**config.mk**
```make
export PLATFORM = sky130hd
export DESIGN_NAME = video_stream_tx
export DESIGN_NICKNAME = d
export VERILOG_FILES = /design/src/rtl/video_stream_tx.sv
export SDC_FILE = /design/constraint.sdc
export NUM_CORES = 1
export LEC_CHECK = 0
export CORE_AREA = 2 2 86 88
export CTS_BUF_LIST = sky130_fd_sc_hd__clkbuf_4 sky130_fd_sc_hd__clkbuf_8 sky130_fd_sc_hd__clkbuf_16
export DETAILED_ROUTE_END_ITERATION = 8
export DIE_AREA = 0 0 88 90
export GPL_ROUTABILITY_DRIVEN = 1
export PLACE_DENSITY = 0.89
export SYNTH_ARGS = -nofsm -noshare
export SYNTH_HDL_FRONTEND = slang
export SYNTH_SLANG_ARGS = --single-unit
```
**constraint.sdc**
```tcl
create_clock -name clk -period 4.8 [get_ports clk]
set_input_delay 0.96 -clock clk [delete_from_list [all_inputs] [get_ports clk]]
set_output_delay 0.96 -clock clk [all_outputs]
set_load 0.03 [all_outputs]
```
**src/rtl/video_stream_tx.sv**
```systemverilog
// Credit-based raster pixel launcher with a fixed-latency capture FIFO and a valid/ready output.
// Optional underrun counter is compiled in when VSTREAM_UNDERRUN_CNT_EN is defined.
module video_stream_tx #(
  parameter int CD    = 12,
  parameter int HMAX  = 640,
  parameter int VMAX  = 480,
  parameter int LAT   = 2,
  parameter int DEPTH = 4
) (
  input  logic          clk,
  input  logic          reset,
  input  logic          sync_clr,
  output logic [10:0]   x,
  output logic [10:0]   y,
  output logic          pix_inc,
  input  logic [CD-1:0] si_rgb,
  output logic [CD:0]   so_data,
  output logic          so_valid,
  input  logic          so_ready,
  output logic [15:0]   underrun_cnt
);

  localparam int AW = $clog2(DEPTH);
  localparam int SW = AW + 2;
  localparam logic [10:0] X_LAST = 11'(HMAX - 1);
  localparam logic [10:0] Y_LAST = 11'(VMAX - 1);

  logic [LAT-1:0] vld_line;
  logic [LAT-1:0] fs_line;
  logic [CD:0]    mem [DEPTH];
  logic [AW-1:0]  wr_ptr;
  logic [AW-1:0]  rd_ptr;
  logic [AW:0]    occ;
  logic [SW-1:0]  inflight;
  logic [SW-1:0]  credit_used;
  logic           launch_fs;
  logic           push;
  logic           pop;

  // Every launched pixel still owns a credit until it leaves the FIFO, so a capture never overflows.
  always_comb begin
    // NOTE: combinational accumulators use blocking assignments and get a default first, so no latch is inferred.
    inflight = '0;
    for (int i = 0; i < LAT; i++) inflight = inflight + SW'(vld_line[i]);
    credit_used = SW'(occ) + inflight;
    pix_inc     = (credit_used < SW'(DEPTH));
    launch_fs   = (x == '0) && (y == '0);
  end

  // NOTE: all registered state uses non-blocking assignments so every flop samples pre-edge values.
  always_ff @(posedge clk) begin
    if (reset) begin
      x <= '0;
      y <= '0;
    end else if (sync_clr) begin
      x <= '0;
      y <= '0;
    end else if (pix_inc) begin
      if (x == X_LAST) begin
        x <= '0;
        y <= (y == Y_LAST) ? '0 : y + 1'b1;
      end else begin
        x <= x + 1'b1;
      end
    end
  end

  always_ff @(posedge clk) begin
    if (reset) begin
      vld_line <= '0;
      fs_line  <= '0;
    end else begin
      vld_line[0] <= pix_inc;
      fs_line[0]  <= launch_fs;
      for (int i = 1; i < LAT; i++) begin
        vld_line[i] <= vld_line[i-1];
        fs_line[i]  <= fs_line[i-1];
      end
    end
  end

  assign push     = vld_line[LAT-1];
  assign so_valid = (occ != '0);
  assign pop      = so_valid && so_ready;
  assign so_data  = so_valid ? mem[rd_ptr] : '0;

  // NOTE: the storage array is not reset; occ gates every read, so stale entries are never observed.
  always_ff @(posedge clk) begin
    if (push) mem[wr_ptr] <= {si_rgb, fs_line[LAT-1]};
  end

  always_ff @(posedge clk) begin
    if (reset) begin
      wr_ptr <= '0;
      rd_ptr <= '0;
      occ    <= '0;
    end else begin
      if (push) wr_ptr <= wr_ptr + 1'b1;
      if (pop)  rd_ptr <= rd_ptr + 1'b1;
      case ({push, pop})
        2'b10:   occ <= occ + 1'b1;
        2'b01:   occ <= occ - 1'b1;
        default: occ <= occ;
      endcase
    end
  end

`ifdef VSTREAM_UNDERRUN_CNT_EN
  logic started;

  // Starvation is only meaningful once the sink has seen the first frame start.
  always_ff @(posedge clk) begin
    if (reset) begin
      started      <= 1'b0;
      underrun_cnt <= '0;
    end else begin
      if (pop && so_data[0]) started <= 1'b1;
      if (started && so_ready && !so_valid && (underrun_cnt != 16'hFFFF))
        underrun_cnt <= underrun_cnt + 1'b1;
    end
  end
`else
  assign underrun_cnt = '0;
`endif

endmodule

```
* Word-level counts from Yosys, hierarchy flattened
Memory sizes are Yosys's and may differ from the RTL's. A register that Yosys moved wholly into a read port is not among the register bits.
Index checks and enable logic that the tools add are counted.
** Operators by class
- Order comparisons :: 1
- Muxes and demuxes :: 8
- Add/sub/neg operators :: 8
- Reduce and logical (&&, ||, !) cells :: 8
- Eq/ne operators :: 4
** Operator list (number)
- 11-bit by 1-bit adder with 11-bit output (second input constant) :: 2
- 11-bit logical NOT :: 2
- 11-bit 2-to-1 mux :: 2
- 13-bit 2-to-1 mux :: 1
- 11-bit by 10-bit == test with 1-bit output (second input constant) :: 1
- 11-bit by 9-bit == test with 1-bit output (second input constant) :: 1
- 3-bit case mux with 2 select lines :: 1
- 2-bit by 1-bit adder with 2-bit output (second input constant) :: 2
- 3-bit by 2-bit adder with 4-bit output :: 1
- 4-bit by 3-bit < comparator with 1-bit output (second input constant) :: 1
- 2-bit 2-to-1 mux :: 2
- 3-bit by 1-bit adder with 3-bit output (second input constant) :: 1
- 3-bit nonzero test :: 1
- 3-bit by 1-bit subtractor with 3-bit output (second input constant) :: 1
- 1-bit by 1-bit adder with 2-bit output :: 1
- 2-bit by 1-bit == test with 1-bit output (second input constant) :: 1
- 2-bit == test (second input constant) :: 1
- 1-bit logical AND :: 2
- 1-bit 2-to-1 mux :: 2
- 2-bit AND reduction :: 1
- 2-bit nonzero test :: 1
- 2-bit OR reduction :: 1
** Storage, ports and cells
- Output and inout bits :: 53
- Bits in writable memories :: 52
- Flip-flop bits (word level) :: 33
- Memories :: 1
- Logic and storage cells :: 37
- Input port bits :: 16
** Memory list
- mem :: words 4, width 13, read ports 1, clocked after memory_dff 1, wr ports 1, RTL line 30 : logic [CD:0] mem [DEPTH];

* Depth between registers and ports, before layout
- Word-level depth :: 4
- Gate-level depth with buffers :: 8
- Mapped depth without buffers :: 8

* Worst setup path after synthesis
No wires, ideal clock.
- Path kind :: register to output
- Start :: register (tool-made name)
- End :: output so_data[10]
- Arrival time :: 1.502 ns
- Stages on the path, launching flop included :: 4
- Buffers on the path :: 1
- Path slack :: 2.338 ns
- Path through :: dfxtp_1 buf_2 mux4_2 and2_1
** RTL lines
- end: declaration :: RTL line 17 : output logic [CD:0] so_data,

==> run_summary.xml <==
<?xml version="1.0" encoding="UTF-8"?>
<metrics>
  <group name="synth">
    <metric name="yosysTopAreaCellShare" unit="%">40.9</metric>
    <metric name="synth_edf_count" unit="">52</metric>
    <metric name="mappedNetlistArea" unit="sq mm">0.00382</metric>
    <metric name="synth.ff_latch_count" unit="">87</metric>
    <metric name="syn_area_per_cell" unit="sq um">13.3</metric>
    <metric name="top_ff_cell_synth" unit="">edfxtp_1</metric>
    <metric name="synth_async_sr_flop_share" unit="%">0</metric>
    <metric name="post_synth_num_cell_types" unit="">41</metric>
    <metric name="yosysTopAreaCell" unit="">edfxtp_1</metric>
    <metric name="post_synth_inst_count" unit="">288</metric>
    <metric name="synth.top_cells.by_area" unit="">edfxtp_1 (41%), dfxtp_1 (18%), mux4_2 (7.7%), ha_1 (3.3%), buf_4 (3.1%)</metric>
    <metric name="sequential_element_share_of_the_synthesized_area" unit="%">59.3</metric>
    <metric name="synth.yosys.warnings" unit="">0</metric>
  </group>
  <group name="global_routing">
    <metric name="maximum_number_of_pins_on_one_net_before_global_route_repair" unit="">18</metric>
    <metric name="grt_overflow" unit="">0</metric>
    <metric name="globalRouteTotalUtil" unit="%">18.3</metric>
    <metric name="wire_length_of_the_first_global_routing_pass" unit="mm">11.2</metric>
    <metric name="number_of_global_route_vias_before_repair" unit="">2385</metric>
    <metric name="antenna_found_initial" unit="">0</metric>
  </group>
  <group name="critical_path">
    <metric name="rrSetupSlack" unit="ps">2320</metric>
    <metric name="crit_arrival" unit="ps">2600</metric>
    <metric name="crit_path_end" unit="">so_data[0]</metric>
    <metric name="timing.setup.critical_path_class" unit="">reg -&gt; out</metric>
    <metric name="rr_worst_depth" unit="">8</metric>
    <metric name="critical_path.max_fanout" unit="">13</metric>
    <metric name="reg2reg_to" unit="">occ[2]$_SDFFE_PP0P_</metric>
    <metric name="start_kind" unit="">flop</metric>
    <metric name="critPathRequiredTime" unit="ps">3840</metric>
    <metric name="timing.critical_path.to_type" unit="">output port</metric>
    <metric name="launch_point_of_the_worst_reg_to_reg_path" unit="">occ[1]$_SDFFE_PP0P_</metric>
  </group>
  <group name="run">
    <metric name="max_cap_viol_count" unit="">0</metric>
  </group>
  <group name="sta">
    <metric name="pins_over_their_slew_limit" unit="">0</metric>
    <metric name="finClkSkew" unit="ps">11.0</metric>
    <metric name="setup_viol" unit="">0</metric>
    <metric name="unrepaired_setup_endpoints_after_global_routing" unit="">no</metric>
    <metric name="fin_hold_ws" unit="ps">448</metric>
    <metric name="worstMarginPinSlew" unit="ps">844</metric>
    <metric name="worst_setup_slack_final" unit="ps">1240</metric>
    <metric name="relSlewSlack" unit="%">43.6</metric>
    <metric name="fmax" unit="MHz">281</metric>
    <metric name="finalSetupTns" unit="ps">0</metric>
    <metric name="fin_crit" unit="ps">3560</metric>
    <metric name="period_share" unit="%">74.2</metric>
    <metric name="final-hold-violation-count" unit="">0</metric>
  </group>
  <group name="clock_network">
    <metric name="cts-htree-levels" unit="">3</metric>
    <metric name="clkSinkCount" unit="">87</metric>
    <metric name="clk-insertion-delay-late" unit="ps">360</metric>
    <metric name="worst_setup_hold_path_clk_slew" unit="ps">90</metric>
    <metric name="num_cts_buffers" unit="">9</metric>
    <metric name="tritoncts" unit="">yes</metric>
    <metric name="cts_setup_buffers" unit="">0</metric>
    <metric name="cts_hold_buf" unit="">0</metric>
    <metric name="cts_root_buf" unit="">clkbuf_8</metric>
    <metric name="cts-resized-gates" unit="">0</metric>
    <metric name="clock_tree.buffer_depth" unit="">2</metric>
  </group>
  <group name="route">
    <metric name="dr.first_iter.drc_count" unit="">114</metric>
    <metric name="avgViaCountPerCell" unit="">5.34</metric>
    <metric name="drt.antenna.violating_nets" unit="">0</metric>
    <metric name="routed_wire_length_per_instance" unit="um">15.2</metric>
    <metric name="routed_wirelength" unit="mm">6.73</metric>
    <metric name="first_pass_iters" unit="">4</metric>
    <metric name="drt_drc_violations_left" unit="">0</metric>
    <metric name="routed-via-count" unit="">2370</metric>
  </group>
  <group name="placement">
    <metric name="dp.final_hpwl" unit="mm">4.63</metric>
    <metric name="globalplace.congestion" unit="">0.812</metric>
    <metric name="placement.cell_area" unit="sq mm">0.00434</metric>
    <metric name="port_buffers" unit="">52</metric>
    <metric name="dp_slack" unit="ps">1560</metric>
    <metric name="dp_cells" unit="">428</metric>
  </group>
  <group name="die">
    <metric name="design.core.area" unit="sq mm">0.00702</metric>
    <metric name="rows" unit="">31</metric>
    <metric name="floorplan.die.height" unit="um">90</metric>
    <metric name="fp.dieArea" unit="sq mm">0.00792</metric>
    <metric name="initial_utilization" unit="%">54.4</metric>
    <metric name="chipWidth" unit="um">88</metric>
    <metric name="boundaryPins" unit="">69</metric>
  </group>
  <group name="final_layout">
    <metric name="proportion_of_layout_cells_with_a_drive_suffix_above_1" unit="%">11.6</metric>
    <metric name="fill_cells" unit="">531</metric>
    <metric name="num_antenna_cells" unit="">0</metric>
    <metric name="area_growth_synth_to_finish" unit="%">18.6</metric>
    <metric name="final-instance-count-excl-fill" unit="">444</metric>
    <metric name="layout.core_utilization" unit="%">64.5</metric>
    <metric name="final_nets" unit="">367</metric>
    <metric name="design_area" unit="sq mm">0.00453</metric>
    <metric name="mostFrequentLayoutCells" unit="">clkdlybuf4s50_1 (52), edfxtp_1 (52), dfxtp_1 (35), nor2_1 (25), and2_1 (18)</metric>
  </group>
  <group name="pwr">
    <metric name="report.power.total" unit="mW">1.99</metric>
    <metric name="irDropWorstVdd" unit="V">0.000212</metric>
    <metric name="netSwitchingFraction" unit="%">33.6</metric>
    <metric name="seq_power_share" unit="%">45.5</metric>
    <metric name="gate_power_share" unit="%">30.4</metric>
    <metric name="internal_power" unit="mW">1.32</metric>
    <metric name="power_switching" unit="uW">666</metric>
    <metric name="pwr_density_cell" unit="mW/mm^2">439</metric>
    <metric name="clockPowerShare" unit="%">24.1</metric>
    <metric name="total_leakage_power" unit="nW">1.55</metric>
  </group>
  <group name="min_path">
    <metric name="timing.hold.worst.class" unit="">reg -&gt; reg</metric>
  </group>
  <group name="outcome">
    <metric name="run_status" unit="">completed</metric>
  </group>
</metrics>
[logic make-up (layout without fill, tap and decap cells)]
family,after synthesis,in the layout,share of synthesized area [%]
XOR/XNOR,16,16,3.67
flip-flops,87,87,59.3
adder cells (fa/ha/maj),11,11,3.80
buffers and inverters,38,80,5.77
AND/OR/NAND/NOR,91,91,12.9
other,1,16,0.0983
multiplexers,15,15,8.20
AO/OA/AOI/OAI,29,29,6.30
[critical path, stage by stage, from the launching register on]
cell             delay (ps)
dfxtp_1                 880
mux4_2                  610
and2_1                  170
clkdlybuf4s50_1         580
[synth_stat cells (all sizes together), types with 4 or more instances]
master / number
and3: 5
mux4: 13
inv: 12
a21oi: 6
o31ai: 6
clkbuf: 6
buf: 20
xor2: 12
nor2: 25
dfxtp: 35
xnor2: 4
nand3: 12
ha: 10
o21ai: 6
or3: 6
edfxtp: 52
nand4: 5
nand2: 7
and2: 18
[layer usage]
| layer | vias to the layer above | track usage, % | wire (um) |
|---|---|---|---|
| li1 | 1122 | - | - |
| met1 | 1160 | 23.1 | 2870 |
| met2 | 77 | 29.7 | 3440 |
| met3 | 11 | 6.24 | 348 |
| met4 | 0 | 5.26 | 80 |
| met5 | - | 0 | 0 |
[worst min path at each step]
stage / start / end / slack, ps / cells past startpoint
after floorplan: fs_line[0]$_SDFF_PP0_ / fs_line[1]$_SDFF_PP0_ / 410 / 1
after global placement: fs_line[0]$_SDFF_PP0_ / fs_line[1]$_SDFF_PP0_ / 440 / 1
after detailed placement: fs_line[0]$_SDFF_PP0_ / fs_line[1]$_SDFF_PP0_ / 430 / 1
after CTS: fs_line[0]$_SDFF_PP0_ / fs_line[1]$_SDFF_PP0_ / 450 / 1
after global routing: fs_line[0]$_SDFF_PP0_ / fs_line[1]$_SDFF_PP0_ / 480 / 1
final: fs_line[0]$_SDFF_PP0_ / fs_line[1]$_SDFF_PP0_ / 450 / 1
[final cells by class]
cell class	count	area [sq um]	area share, %
tap	99	124	2.74
multi-input combinational	178	1390	30.7
clock inverter	7	60.1	1.33
clock buffer	9	124	2.74
sequential	87	2260	50.0
inverter	12	45.0	0.995
timing repair buffer	52	520	11.5
[power by group through the flow]
stage	clock [mW]	sequential [mW]	combinational, mW
floorplan	0	0.892	0.440
global placement	0	0.921	0.591
CTS	0.494	0.907	0.609
finish	0.478	0.904	0.603
detailed placement	0	0.924	0.607
global route	0.528	0.915	0.645
[sequential cells by signal, indices dropped and copies added (netlist names), named ones only]
register  count
fs_line       2
mem          52
occ           3
rd_ptr        2
vld_line      2
wr_ptr        2
x            11
y            11
Note: power is estimated with default switching activity, not from simulation.
